===== config.mk =====
export PLATFORM = sky130hd
export DESIGN_NAME = mem_arbiter
export DESIGN_NICKNAME = d
export VERILOG_FILES = /design/src/rtl/mem_arbiter_pkg.sv /design/src/rtl/mem_arbiter_ram_byte_seq.sv /design/src/rtl/mem_arbiter.sv
export SDC_FILE = /design/constraint.sdc
export NUM_CORES = 1
export LEC_CHECK = 0
export CORE_MARGIN = 3
export CORE_UTILIZATION = 44
export CTS_CLUSTER_SIZE = 14
export DETAILED_ROUTE_END_ITERATION = 12
export HOLD_SLACK_MARGIN = 0.1
export PLACE_DENSITY_LB_ADDON = 0.3
export RECOVER_POWER = 50
export SYNTH_ARGS = -nofsm -noshare
export SYNTH_HDL_FRONTEND = slang
export SYNTH_SLANG_ARGS = --single-unit

===== constraint.sdc =====
create_clock -name clk -period 3.2 [get_ports clk]
set_clock_uncertainty 0.2 [all_clocks]
set_input_delay 0.8 -clock clk [delete_from_list [all_inputs] [get_ports clk]]
set_output_delay 0.8 -clock clk [all_outputs]
set_load 0.03 [all_outputs]

===== src/rtl/mem_arbiter_pkg.sv =====
// rtl/mem_arbiter_pkg.sv - shared widths, encodings and helpers for mem_arbiter
package mem_arbiter_pkg;

    localparam int ADDR_W = 32;
    localparam int DATA_W = 32;
    localparam int BYTE_W = 8;
    localparam int CNT_W  = 3;

    localparam logic TRUE  = 1'b1;
    localparam logic FALSE = 1'b0;

    localparam logic [DATA_W-1:0] ZERO      = '0;
    localparam logic [BYTE_W-1:0] ZERO_BYTE = '0;
    localparam logic [CNT_W-1:0]  CNT_ZERO  = '0;
    localparam logic [CNT_W-1:0]  N_WORD    = 3'd4;

    localparam logic [1:0] SIZE_BYTE = 2'd0;
    localparam logic [1:0] SIZE_HALF = 2'd1;
    localparam logic [1:0] SIZE_WORD = 2'd2;

    typedef enum logic [1:0] {
        S_IDLE  = 2'd0,
        S_READ  = 2'd1,
        S_WRITE = 2'd2,
        S_DONE  = 2'd3
    } state_t;

    typedef enum logic {
        OWN_LS = 1'b0,
        OWN_IF = 1'b1
    } owner_t;

    function automatic logic [CNT_W-1:0] size_to_n(input logic [1:0] size);
        case (size)
            SIZE_BYTE: return 3'd1;
            SIZE_HALF: return 3'd2;
            default:   return 3'd4;
        endcase
    endfunction

endpackage


===== src/rtl/mem_arbiter_ram_byte_seq.sv =====
// rtl/mem_arbiter_ram_byte_seq.sv - byte counter, RAM address, write-lane select and read assembly
module mem_arbiter_ram_byte_seq
    import mem_arbiter_pkg::*;
(
    input  logic              clk,
    input  logic              rst,
    input  logic              i_en,
    input  logic              i_load,
    input  logic              i_step,
    input  logic              i_capture,
    input  logic [ADDR_W-1:0] i_base,
    input  logic [DATA_W-1:0] i_wdata,
    input  logic [BYTE_W-1:0] i_din,
    output logic [CNT_W-1:0]  o_k,
    output logic [ADDR_W-1:0] o_addr,
    output logic [BYTE_W-1:0] o_dout,
    output logic [DATA_W-1:0] o_word_next
);

    logic [ADDR_W-1:0] r_base;
    logic [DATA_W-1:0] r_wdata;
    logic [CNT_W-1:0]  r_k;
    logic [DATA_W-1:0] r_rbuf;
    logic [1:0]        w_cap_idx;

    // RAM data lags its address by one cycle, so the byte arriving now belongs to k-1.
    assign w_cap_idx = r_k[1:0] - 2'd1;

    assign o_k    = r_k;
    assign o_addr = r_base + {{(ADDR_W-CNT_W){1'b0}}, r_k};
    assign o_dout = r_wdata[{r_k[1:0], 3'b000} +: BYTE_W];

    always_comb begin
        o_word_next = r_rbuf;
        if (i_capture) begin
            o_word_next[{w_cap_idx, 3'b000} +: BYTE_W] = i_din;
        end
    end

    always_ff @(posedge clk or negedge rst) begin
        if (!rst) begin
            r_base  <= '0;
            r_wdata <= '0;
            r_k     <= CNT_ZERO;
            r_rbuf  <= ZERO;
        end else if (i_en) begin
            if (i_load) begin
                r_base  <= i_base;
                r_wdata <= i_wdata;
                r_k     <= CNT_ZERO;
                r_rbuf  <= ZERO;
            end else begin
                if (i_step) begin
                    r_k <= r_k + CNT_W'(1);
                end
                if (i_capture) begin
                    r_rbuf <= o_word_next;
                end
            end
        end
    end

endmodule


===== src/rtl/mem_arbiter.sv =====
// rtl/mem_arbiter.sv - byte-wide RAM port arbiter between fetch and load/store buffer
// Optional fetch starvation guard: define ARB_STARVE_GUARD_EN.
module mem_arbiter
    import mem_arbiter_pkg::*;
#(
    parameter int STARVE_LIMIT = 4
) (
    input  logic              clk,
    input  logic              rst,
    input  logic              rdy,
    input  logic              if_req,
    input  logic [ADDR_W-1:0] if_addr,
    input  logic              if_flush,
    output logic              if_valid,
    output logic [DATA_W-1:0] if_data,
    input  logic              ls_req,
    input  logic              ls_wr,
    input  logic [1:0]        ls_size,
    input  logic [ADDR_W-1:0] ls_addr,
    input  logic [DATA_W-1:0] ls_wdata,
    output logic              ls_valid,
    output logic [DATA_W-1:0] ls_rdata,
    output logic              ram_wr,
    output logic [ADDR_W-1:0] ram_addr,
    output logic [BYTE_W-1:0] ram_dout,
    input  logic [BYTE_W-1:0] ram_din
);

    if (STARVE_LIMIT < 1) begin : g_limit_check
        $error("STARVE_LIMIT must be at least 1");
    end

    state_t            r_state;
    state_t            w_state_next;
    owner_t            r_owner;
    logic [CNT_W-1:0]  r_n;
    logic [DATA_W-1:0] r_if_data;
    logic [DATA_W-1:0] r_ls_rdata;

    logic              w_grant_if;
    logic              w_grant_ls;
    logic              w_grant;
    logic              w_force_if;
    logic              w_step;
    logic              w_capture;
    logic              w_load_data;
    logic [CNT_W-1:0]  w_k;
    logic [ADDR_W-1:0] w_addr;
    logic [BYTE_W-1:0] w_dout;
    logic [DATA_W-1:0] w_word_next;

`ifdef ARB_STARVE_GUARD_EN
    localparam int STARVE_W = $clog2(STARVE_LIMIT + 1);
    logic [STARVE_W-1:0] r_starve;

    assign w_force_if = (r_starve == STARVE_W'(STARVE_LIMIT)) && if_req && !if_flush;

    // Saturates so a flush-blocked forced grant keeps forcing once the flush drops.
    always_ff @(posedge clk or negedge rst) begin
        if (!rst) begin
            r_starve <= '0;
        end else if (rdy) begin
            if (w_grant_if) begin
                r_starve <= '0;
            end else if (w_grant_ls && if_req && (r_starve != STARVE_W'(STARVE_LIMIT))) begin
                r_starve <= r_starve + STARVE_W'(1);
            end
        end
    end
`else
    assign w_force_if = FALSE;
`endif

    always_comb begin
        w_state_next = r_state;
        w_grant_if   = FALSE;
        w_grant_ls   = FALSE;
        w_step       = FALSE;
        w_capture    = FALSE;
        w_load_data  = FALSE;
        case (r_state)
            S_IDLE: begin
                if (w_force_if) begin
                    w_grant_if   = TRUE;
                    w_state_next = S_READ;
                end else if (ls_req) begin
                    w_grant_ls   = TRUE;
                    w_state_next = ls_wr ? S_WRITE : S_READ;
                end else if (if_req && !if_flush) begin
                    w_grant_if   = TRUE;
                    w_state_next = S_READ;
                end
            end
            S_READ: begin
                if ((r_owner == OWN_IF) && if_flush) begin
                    w_state_next = S_IDLE;
                end else begin
                    w_step    = (w_k < r_n);
                    w_capture = (w_k != CNT_ZERO);
                    if (w_k == r_n) begin
                        w_load_data  = TRUE;
                        w_state_next = S_DONE;
                    end
                end
            end
            S_WRITE: begin
                w_step = TRUE;
                if (w_k == (r_n - CNT_W'(1))) begin
                    w_state_next = S_DONE;
                end
            end
            S_DONE:  w_state_next = S_IDLE;
            default: w_state_next = S_IDLE;
        endcase
    end

    assign w_grant = w_grant_if | w_grant_ls;

    mem_arbiter_ram_byte_seq u_seq (
        .clk         (clk),
        .rst         (rst),
        .i_en        (rdy),
        .i_load      (w_grant),
        .i_step      (w_step),
        .i_capture   (w_capture),
        .i_base      (w_grant_if ? if_addr : ls_addr),
        .i_wdata     (ls_wdata),
        .i_din       (ram_din),
        .o_k         (w_k),
        .o_addr      (w_addr),
        .o_dout      (w_dout),
        .o_word_next (w_word_next)
    );

    always_ff @(posedge clk or negedge rst) begin
        if (!rst) begin
            r_state    <= S_IDLE;
            r_owner    <= OWN_LS;
            r_n        <= CNT_ZERO;
            r_if_data  <= ZERO;
            r_ls_rdata <= ZERO;
        end else if (rdy) begin
            r_state <= w_state_next;
            if (w_grant) begin
                r_owner <= w_grant_if ? OWN_IF : OWN_LS;
                r_n     <= w_grant_if ? N_WORD : size_to_n(ls_size);
            end
            // Final byte is merged combinationally so data lands together with DONE.
            if (w_load_data) begin
                if (r_owner == OWN_IF) begin
                    r_if_data <= w_word_next;
                end else begin
                    r_ls_rdata <= w_word_next;
                end
            end
        end
    end

    assign if_valid = (r_state == S_DONE) && (r_owner == OWN_IF);
    assign ls_valid = (r_state == S_DONE) && (r_owner == OWN_LS);
    assign if_data  = r_if_data;
    assign ls_rdata = r_ls_rdata;
    assign ram_wr   = (r_state == S_WRITE);
    assign ram_addr = w_addr;
    assign ram_dout = (r_state == S_WRITE) ? w_dout : ZERO_BYTE;

endmodule


==> results.cfg, run 1 <==
[power]
p_total_uw = 8180
power_switching_share_pct = 36.7
cellInternalPower_uw = 5170
clockPowerShare_pct = 24.1
vdd_drop_max_mv = 0.447
power_density_over_cell_area_mw_per_mm2 = 713
static_leakage_power_uw = 0.00508
fraction_of_power_consumed_by_combinational_cells_pct = 38.7
seq_power_share_pct = 37.3
switching_power_uw = 3000

[cells_and_area]
area_of_the_multi_input_gates_mm2 = 0.00396
finalNetCount = 1128
n_fill_cell = 1473
sequential_cell_area_mm2 = 0.00423
n_antenna_cell = 0
areaGrowthSynthToFinish_pct = 40.9
non_filler_cell_area_final_mm2 = 0.0115
drive_above_1_share_pct = 18.1

[drt]
totalWireLength_mm = 20.4
detail_route.wl_per_cell_um = 16.5
firstDrtPassIters = 4
vias_cell = 5.24
drt_iter0_drc = 367
drt.antenna.violating_nets = 0
drcViolationCount = 0
vias = 6481

[logic_synthesis]
share_of_the_synthesized_area_in_the_top_cell_type_pct = 52.0
synthesis.nets = 897
post-synth-top-count-cell = sky130_fd_sc_hd__dfrtp_1
yosysSeqAreaShare_pct = 52.0
synthesis.area_mm2 = 0.00814
yosys.area.top_type = sky130_fd_sc_hd__dfrtp_1
postSynthAreaPerCell_um2 = 10.6
syn-instance-count = 766
synth_seq_cells = 169
ys_top_cells_by_count = sky130_fd_sc_hd__dfrtp_1 (169), sky130_fd_sc_hd__nand2_1 (132), sky130_fd_sc_hd__o21ai_0 (100), sky130_fd_sc_hd__and3_1 (38), sky130_fd_sc_hd__a21oi_1 (34)
synth_cell_types = 48
yosys_warnings = 0
edff_count_synth = 0
synth.top_cells.by_area = sky130_fd_sc_hd__dfrtp_1 (52%), sky130_fd_sc_hd__o21ai_0 (6.2%), sky130_fd_sc_hd__nand2_1 (6.1%), sky130_fd_sc_hd__mux2_2 (4.4%), sky130_fd_sc_hd__mux2i_1 (4.1%)
synth_flop_cell = sky130_fd_sc_hd__dfrtp_1
async_reset_ff_share_pct = 100

[cts]
clock_tree.root_cell = sky130_fd_sc_hd__clkbuf_16
htree_levels = 4
cts_buffer_depth = 2
path_clk_slew_ps = 70
clock_latency_ps = 410
cts_buffers = 17
cts_hold_buf = 0
numClockSinks = 169
clock_tree_from_tritoncts = yes

[worst_setup_path]
crit_path_max_incr_delay_ps = 390
cells_along_the_critical_path = ha_4 > inv_2 > fa_2 > nand2b_4 > a2111oi_4 > and4_4 > nand2_4 > xnor2_4 > buf_6
endpoint_kind = primary output
arrival_time_at_the_worst_endpoint_ps = 2580
slowest_stage = sky130_fd_sc_hd__dfrtp_1
timing.reg2reg.setup_slack_ps = 360
worstPathRequired_ps = 2200
worst_r2r_startpoint = u_seq.o_k[0]
critPathLaunchType = flip-flop
timing.critical_path.buf_inv = 2
ff2ff_path_depth = 7
worst_r2r_endpoint = ls_rdata[31]
path_max_fanout = 4
criticalPathCategory = reg2out
crit_cells = 9
path_delay_family = simple AND/OR/NAND/NOR gates

[die]
die_width_um = 142
core.rowCount = 49
chipHeight_um = 142
design.die.area_mm2 = 0.0202
floorplan.io_pins = 220
start_util_pct = 45.0
core_area_mm2 = 0.0181

[outcome]
outcome = finished with violations
failing_checks = setup timing

[sta]
hold_slack_ps = 275
period_minus_ws_final_ps = 3580
unrepaired_setup_endpoints_after_global_routing = true
worst_slack_setup_final_ps = -384
relative_slew_slack_pct = 4.35
timing.final.hold_violations = 0
slew_violations = 0
setup_tns_ps = -6320
worst_pin_slew_ps = 1430
max_freq_mhz = 279
finalCritPeriodShare_pct = 112
setup_viol = 30

[run]
max_cap_viol_count = 0

[global_routing]
grt_start_max_net_pins = 68
grt_first_pass_wirelength_mm = 33.5
gr-total-overflow = 0
grt_usage_pct = 20.7
grt_antenna_before_repair = 0
number_of_global_route_vias_before_repair = 6482
grt.met3_usage_pct = 6.05
groute.layer.met1.usage_pct = 27.6
grt-busiest-layer = met2
globalRouteMet2Util_pct = 33.4

[min_path]
worst_hold_path.endpoint = ls_rdata[13]
min-delay-start = ls_rdata[13]
holdPathStages = 2
hold_path_class = reg2reg

[placed_design]
placement.io_buffers = 219
hpwlAfterDp_mm = 14.8
pre_cts_slack_ps = -10.3
placed_cell_area_mm2 = 0.0108
gp_congestion = 0.807
[metrics by stage]
stage                     utilization, %  cells
after floorplan                        -    766
after global placement              60.0   1199
after detailed placement            60.0   1199
after CTS                           63.6   1233
after global routing                63.4   1238
final                               63.4   1238
[area by class of cell]
| type | instances | area share (%) |
|---|---|---|
| Timing Repair Buffer | 252 | 20.8 |
| Clock inverter | 12 | 1.02 |
| Clock buffer | 19 | 3.86 |
| Sequential cell | 169 | 36.9 |
| Inverter | 11 | 0.360 |
| Tap cell | 229 | 2.50 |
| Multi-Input combinational cell | 546 | 34.5 |
[cell families after synthesis]
group | share of synthesized area (%)
and+or+nand+nor | 14.3
DFF | 52.0
xor gates and xnor gates | 3.63
adders and majority gates | 2.86
AOI/OAI and AO/OA | 14.0
buffers and inverters | 2.61
muxes | 10.7
[worst max path at each step]
stage	startpoint	to
6_report	u_seq.r_base[0]	ram_addr[24]
4_1_cts	u_seq.r_base[0]	ram_addr[24]
5_1_grt	u_seq.r_base[0]	ram_addr[20]
2_1_floorplan	u_seq.o_k[0]	ram_addr[24]
3_3_place_gp	u_seq.o_k[0]	ram_addr[24]
3_5_place_dp	u_seq.r_base[0]	ram_addr[24]
[tightest hold or removal path: stages, from the launching register on]
cell and delay [ps]:
sky130_fd_sc_hd__dfrtp_1 340, sky130_fd_sc_hd__nand2_1 40, sky130_fd_sc_hd__o21ai_0 50
[placed cells by master (no fill, tap or decap), types with 4 or more instances in the layout]
| master | synthesis | layout |
|---|---|---|
| sky130_fd_sc_hd__a21oi_1 | 34 | 34 |
| sky130_fd_sc_hd__a22o_1 | 33 | 33 |
| sky130_fd_sc_hd__and2_1 | 11 | 10 |
| sky130_fd_sc_hd__and3_1 | 38 | 38 |
| sky130_fd_sc_hd__and4_4 | 2 | 4 |
| sky130_fd_sc_hd__buf_4 | 0 | 40 |
| sky130_fd_sc_hd__buf_6 | 1 | 12 |
| sky130_fd_sc_hd__clkbuf_16 | 0 | 17 |
| sky130_fd_sc_hd__clkbuf_2 | 0 | 6 |
| sky130_fd_sc_hd__clkdlybuf4s50_1 | 0 | 178 |
| sky130_fd_sc_hd__clkinvlp_4 | 0 | 4 |
| sky130_fd_sc_hd__dfrtp_1 | 169 | 167 |
| sky130_fd_sc_hd__dlygate4sd2_1 | 0 | 9 |
| sky130_fd_sc_hd__ha_1 | 17 | 15 |
| sky130_fd_sc_hd__inv_1 | 11 | 9 |
| sky130_fd_sc_hd__mux2_2 | 32 | 32 |
| sky130_fd_sc_hd__mux2i_1 | 33 | 33 |
| sky130_fd_sc_hd__mux4_2 | 8 | 8 |
| sky130_fd_sc_hd__nand2_1 | 132 | 125 |
| sky130_fd_sc_hd__nand2_4 | 0 | 5 |
| sky130_fd_sc_hd__nand3_1 | 11 | 10 |
| sky130_fd_sc_hd__nand3_2 | 4 | 5 |
| sky130_fd_sc_hd__nand4_1 | 6 | 6 |
| sky130_fd_sc_hd__nor2_1 | 15 | 15 |
| sky130_fd_sc_hd__o21ai_0 | 100 | 100 |
| sky130_fd_sc_hd__xnor2_1 | 25 | 10 |
| sky130_fd_sc_hd__xnor2_2 | 0 | 11 |
| sky130_fd_sc_hd__xnor2_4 | 0 | 4 |
| sky130_fd_sc_hd__xor2_1 | 6 | 6 |
[registers in the layout, indices dropped and copies added, names as in the netlist]
name,count
if_data,32
ls_rdata,32
r_n,3
r_owner,1
r_state,2
u_seq.o_k,3
u_seq.r_base,32
u_seq.r_rbuf,32
u_seq.r_wdata,32
[layer usage]
metal  part of all wire [%]  vias up
met2                     49      186
met1                     44     3117
met5                      0        -
met3                    7.0       10
met4                   0.92        0
li1                       -     3168
[what timing repair did]
| action | 4_1_cts | 5_1_grt |
|---|---|---|
| endpoints found under the setup margin | 32 | 23 |
| pin swaps | 13 | 9 |
| buffers inserted | 3 | 5 |
| gates resized for setup | 31 | 7 |
| cloned | 0 | 0 |
[power by group through the flow]
stage	sequential (uW)	combinational (uW)	clock (uW)
after floorplan	2990	2050	0
after global placement	3040	3120	0
after detailed placement	3060	3170	0
after CTS	3040	3220	2010
after global routing	3120	3450	2100
final	3050	3160	1970
(Power assumes the default switching activity.)
==> run 2: changes to the inputs <==
--- a/config.mk
+++ b/config.mk
@@ -5,6 +5,7 @@
 export SDC_FILE = /design/constraint.sdc
 export NUM_CORES = 1
 export LEC_CHECK = 0
+export CAP_MARGIN = 20
 export CORE_MARGIN = 3
 export CORE_UTILIZATION = 44
 export CTS_CLUSTER_SIZE = 14
==> constraint.sdc (replaced) <==
create_clock -name clk -period 3.2 [get_ports clk]
set_clock_uncertainty 0.2 [all_clocks]
set_input_delay 0.96 -clock clk [delete_from_list [all_inputs] [get_ports clk]]
set_output_delay 0.96 -clock clk [all_outputs]
set_load 0.03 [all_outputs]
==> results.cfg, run 2 (synthesis gave the netlist of run 1 again) <==
[global_routing]
globalRouteMet2Util_pct = 36.9
grt_start_max_net_pins = 65
grt_first_pass_wirelength_mm = 34.5
grt-busiest-layer = met2
gr-total-overflow = 0
number_of_global_route_vias_before_repair = 6797
grt_antenna_before_repair = 0
grt.met3_usage_pct = 5.61
grt_usage_pct = 21.4
groute.layer.met1.usage_pct = 26.8

[power]
fraction_of_power_consumed_by_combinational_cells_pct = 40.3
power_density_over_cell_area_mw_per_mm2 = 719
power_switching_share_pct = 37.0
seq_power_share_pct = 35.9
clockPowerShare_pct = 23.8
cellInternalPower_uw = 5330
switching_power_uw = 3120
static_leakage_power_uw = 0.00518
vdd_drop_max_mv = 0.444

[cells_and_area]
area_of_the_multi_input_gates_mm2 = 0.00410
sequential_cell_area_mm2 = 0.00423
non_filler_cell_area_final_mm2 = 0.0118
mostFrequentLayoutCells = sky130_fd_sc_hd__clkdlybuf4s50_1 (178), sky130_fd_sc_hd__dfrtp_1 (167), sky130_fd_sc_hd__nand2_1 (124)
areaGrowthSynthToFinish_pct = 44.4
layout_commonest_cell = sky130_fd_sc_hd__clkdlybuf4s50_1
finalNetCount = 1141
n_antenna_cell = 0
n_fill_cell = 1459
drive_above_1_share_pct = 20.7

[sta]
timing.final.hold_violations = 0
finalCritPeriodShare_pct = 118
worst_pin_slew_ps = 1200
relative_slew_slack_pct = 19.7
slew_violations = 0
setup_viol = 34
unrepaired_setup_endpoints_after_global_routing = true
max_freq_mhz = 265
worst_slack_setup_final_ps = -570
period_minus_ws_final_ps = 3770

[drt]
firstDrtPassIters = 4
drt_iter0_drc = 309
drcViolationCount = 0
vias = 6555
vias_cell = 5.24
totalWireLength_mm = 21.1
detail_route.wl_per_cell_um = 16.8
drt.antenna.violating_nets = 0

[placed_design]
hpwlAfterDp_mm = 15.5
placed_cell_area_mm2 = 0.0110
gp_congestion = 0.799
placement.io_buffers = 219
pre_cts_slack_ps = -220

[outcome]
failing_checks = setup timing
outcome = finished with violations

[worst_setup_path]
arrival_time_at_the_worst_endpoint_ps = 2610
worstPathRequired_ps = 2040
criticalPathCategory = reg2out
path_max_fanout = 4
endpoint_kind = primary output
critPathLaunchType = flip-flop

[run]
max_cap_viol_count = 0

[cts]
clock_tree.root_cell = sky130_fd_sc_hd__clkbuf_16
clock_tree_from_tritoncts = yes
cts_buffers = 17
clock_latency_ps = 420
cts_buffer_depth = 2
path_clk_slew_ps = 70
numClockSinks = 169
htree_levels = 4

[die]
die_width_um = 142
floorplan.io_pins = 220
start_util_pct = 45.0
core_area_mm2 = 0.0181
design.die.area_mm2 = 0.0202
core.rowCount = 49
chipHeight_um = 142

[min_path]
hold_path_class = reg2reg
## run 2: worst paths after layout
kind	startpoint	endpoint	slack [ps]	depth (start not counted)
min	if_data[16]	if_data[16]	280	2
min in group asynchronous	rst	ls_rdata[9]	530	1
max in group asynchronous	rst	u_seq.r_base[20]	510	2
min reg2reg	if_data[16]	if_data[16]	280	2
max reg2reg	u_seq.o_k[0]	u_seq.r_rbuf[9]	100	10
max	u_seq.r_base[0]	ram_addr[28]	-570	9
## run 2: routing by layer
layer	vias to the layer above	routed length [um]
met1	3156	8620
met3	22	1330
met4	0	250
met2	184	10900
li1	3193	-
met5	-	0
## run 2: stage by stage
stage	cells	hold slack [ps]	util, %	TNS (ps)	power [uW]
after floorplan	766	250	-	-1290	5130
after global placement	1213	261	61.1	-1160	6320
after detailed placement	1213	270	61.1	-1530	6400
after CTS	1249	263	65.1	-10400	8540
after global routing	1252	297	65.0	-24440	8960
final	1252	278	65.0	-11310	8450
## run 2: worst max-delay path: stages (launching register included)
cell	delay (ps)
sky130_fd_sc_hd__dfrtp_1	390
sky130_fd_sc_hd__ha_4	150
sky130_fd_sc_hd__inv_2	30
sky130_fd_sc_hd__fa_2	340
sky130_fd_sc_hd__nand2b_4	160
sky130_fd_sc_hd__a2111oi_4	360
sky130_fd_sc_hd__and4_4	380
sky130_fd_sc_hd__nand2_4	80
sky130_fd_sc_hd__xnor2_4	140
sky130_fd_sc_hd__buf_6	150
## run 2: final cells by class
cell class,instances,share of cell area (%)
Clock buffer,19,3.77
Clock inverter,13,1.16
Inverter,11,0.351
Multi-Input combinational cell,546,34.9
Sequential cell,169,36.0
Tap cell,229,2.44
Timing Repair Buffer,265,21.4
## run 2: power groups by stage
stage               clock network [uW]  registers (uW)  logic, uW
floorplan                            0            3020       2110
global placement                     0            3030       3290
detailed placement                   0            3050       3350
CTS                               2050            3030       3460
global route                      2140            3100       3710
finish                            2010            3030       3400
## run 2: repair_timing
| item | CTS | global route |
|---|---|---|
| setup buffers | 4 | 3 |
| setup endpoints to repair | 35 | 31 |
| pin swaps | 17 | 12 |
| endpoints found under the hold margin | 0 | 0 |
| hold buffers | 0 | 0 |
| cloned | 0 | 0 |
| resized for setup | 56 | 19 |
==> run 3: changes to the inputs <==
--- a/config.mk
+++ b/config.mk
@@ -5,14 +5,14 @@
 export SDC_FILE = /design/constraint.sdc
 export NUM_CORES = 1
 export LEC_CHECK = 0
-export CAP_MARGIN = 20
 export CORE_MARGIN = 3
-export CORE_UTILIZATION = 44
+export CORE_UTILIZATION = 53
 export CTS_CLUSTER_SIZE = 14
 export DETAILED_ROUTE_END_ITERATION = 12
 export HOLD_SLACK_MARGIN = 0.1
 export PLACE_DENSITY_LB_ADDON = 0.3
 export RECOVER_POWER = 50
+export SETUP_SLACK_MARGIN = 0.15
 export SYNTH_ARGS = -nofsm -noshare
 export SYNTH_HDL_FRONTEND = slang
 export SYNTH_SLANG_ARGS = --single-unit
==> constraint.sdc (replaced) <==
create_clock -name clk -period 4.8 [get_ports clk]
set_clock_uncertainty 0.2 [all_clocks]
set_input_delay 1.44 -clock clk [delete_from_list [all_inputs] [get_ports clk]]
set_output_delay 1.44 -clock clk [all_outputs]
set_load 0.03 [all_outputs]
==> results.cfg, run 3 (synthesis gave the netlist of run 1 again) <==
[worst_setup_path]
crit_cells = 7
critPathLaunchType = flip-flop
path_delay_family = buffers and inverters
slowest_stage = sky130_fd_sc_hd__clkdlybuf4s50_1
cells_along_the_critical_path = ha_4 > nand3_1 > a2111oi_4 > buf_4 > nand2_1 > xnor2_1 > clkdlybuf4s50_1
worstPathRequired_ps = 3160
path_max_fanout = 8
ff2ff_path_depth = 6
crit_path_max_incr_delay_ps = 690
endpoint_kind = primary output
criticalPathCategory = reg2out
arrival_time_at_the_worst_endpoint_ps = 2870
timing.critical_path.buf_inv = 2

[global_routing]
grt_usage_pct = 25.6
grt_start_max_net_pins = 65
number_of_global_route_vias_before_repair = 6741
grt_first_pass_wirelength_mm = 33.9
gr-total-overflow = 0
grt_antenna_before_repair = 0

[placed_design]
hpwlAfterDp_mm = 14.9
placement.io_buffers = 219
gp_congestion = 0.843

[drt]
drcViolationCount = 0
totalWireLength_mm = 20.5
vias_cell = 5.56
drt_iter0_drc = 333
firstDrtPassIters = 5
drt.antenna.violating_nets = 0
detail_route.wl_per_cell_um = 17.4
vias = 6541

[cells_and_area]
finalNetCount = 1110
drive_above_1_share_pct = 12.3
post_route_core_utilization_pct = 74.8
areaGrowthSynthToFinish_pct = 35.7
n_antenna_cell = 0
mostFrequentLayoutCells = sky130_fd_sc_hd__dfrtp_1 (169), sky130_fd_sc_hd__clkdlybuf4s50_1 (158), sky130_fd_sc_hd__nand2_1 (132)
layout_commonest_cell = sky130_fd_sc_hd__dfrtp_1
n_fill_cell = 1045

[die]
floorplan.io_pins = 220
core.rowCount = 44
chipHeight_um = 130
core_area_mm2 = 0.0148
start_util_pct = 55.1
design.die.area_mm2 = 0.0169
die_width_um = 130

[sta]
setup_tns_ps = 0
period_minus_ws_final_ps = 4510
slew_violations = 105
finalCritPeriodShare_pct = 93.9
worst_pin_slew_ps = 2730
hold_slack_ps = 271
max_freq_mhz = 222
relative_slew_slack_pct = -82.0
setup_viol = 0
unrepaired_setup_endpoints_after_global_routing = true
timing.final.hold_violations = 0

[cts]
clock_tree.root_cell = sky130_fd_sc_hd__clkbuf_16
cts_hold_buf = 0
path_clk_slew_ps = 70
clock_latency_ps = 420
htree_levels = 4
numClockSinks = 169
cts_buffers = 17
cts_buffer_depth = 2
clock_tree_from_tritoncts = yes

[power]
p_total_uw = 5280
power_density_over_cell_area_mw_per_mm2 = 478
vdd_drop_max_mv = 0.305
static_leakage_power_uw = 0.00494

[min_path]
hold_path_class = reg2reg
holdPathStages = 2

[run]
max_cap_viol_count = 2

[outcome]
failing_checks = capacitance limit, slew limit
outcome = finished with violations
-- run 3: changes by cell type in the layout (fill, tap and decap cells not counted), sizes merged --
cell,delta
dlygate4sd2,+1
clkinv,+7
inv,-3
clkbuf,-10
dlygate4sd3,+39
dlymetal6s2s,+3
clkdlybuf4s50,-20
bufinv,-1
clkinvlp,-2
clkdlybuf4s15,-5
buf,-40
-- run 3: through the flow --
step | cell area (um2) | setup slack (ps) | instances
after floorplan | 8140 | 251 | 766
after global placement | 10400 | 570 | 1140
after detailed placement | 10400 | 514 | 1140
after CTS | 11000 | 163 | 1176
after global routing | 11000 | 95.6 | 1176
final | 11000 | 295 | 1176
-- run 3: layout make-up --
cell class	instances	area (um2)	share of cell area, %
clock buffers	18	439	3.98
clock inverters	14	121	1.10
inverters	11	41.3	0.374
multi-input cells	546	3720	33.7
flip-flops and latches	169	4230	38.3
well taps	184	230	2.09
repair buffers	234	2260	20.5
-- run 3: worst register-to-register path: stages, from the launching register on --
cell                      delay, ps
sky130_fd_sc_hd__dfrtp_1        450
sky130_fd_sc_hd__inv_1           90
sky130_fd_sc_hd__ha_1           260
sky130_fd_sc_hd__o21a_1         210
sky130_fd_sc_hd__nand2_1       1210
sky130_fd_sc_hd__buf_4          470
sky130_fd_sc_hd__mux2_2         380
-- run 3: power by group --
group	leakage [uW]	switching (uW)	internal [uW]
Combinational	0.00243	1090	892
Clock	0.000273	594	689
Sequential	0.00224	283	1730
-- run 3: final timing paths --
kind                         startpoint           endpoint  slack (ps)
min in group asynchronous           rst         if_data[9]        1680
setup / recovery           u_seq.o_k[2]       ram_addr[19]         290
hold reg to reg            ls_rdata[20]       ls_rdata[20]         270
max in group asynchronous           rst  u_seq.r_wdata[10]         730
setup reg to reg             r_state[0]  u_seq.r_wdata[29]        1410
hold / removal             ls_rdata[20]       ls_rdata[20]         270
-- run 3: layer usage --
| layer | track usage, % | vias to the layer above | share of wire (%) |
|---|---|---|---|
| met5 | 0 | - | 0 |
| met4 | 9.11 | 0 | 2.4 |
| met3 | 6.96 | 37 | 6.6 |
| met2 | 42.9 | 211 | 50 |
| met1 | 32.1 | 3156 | 41 |
| li1 | - | 3137 | - |
-- run 3: repair_timing --
item                       in CTS  in global routing
gates resized for setup         1                  7
setup buffers                   4                  0
pin swaps                       2                  1
setup endpoints to repair      10                 11
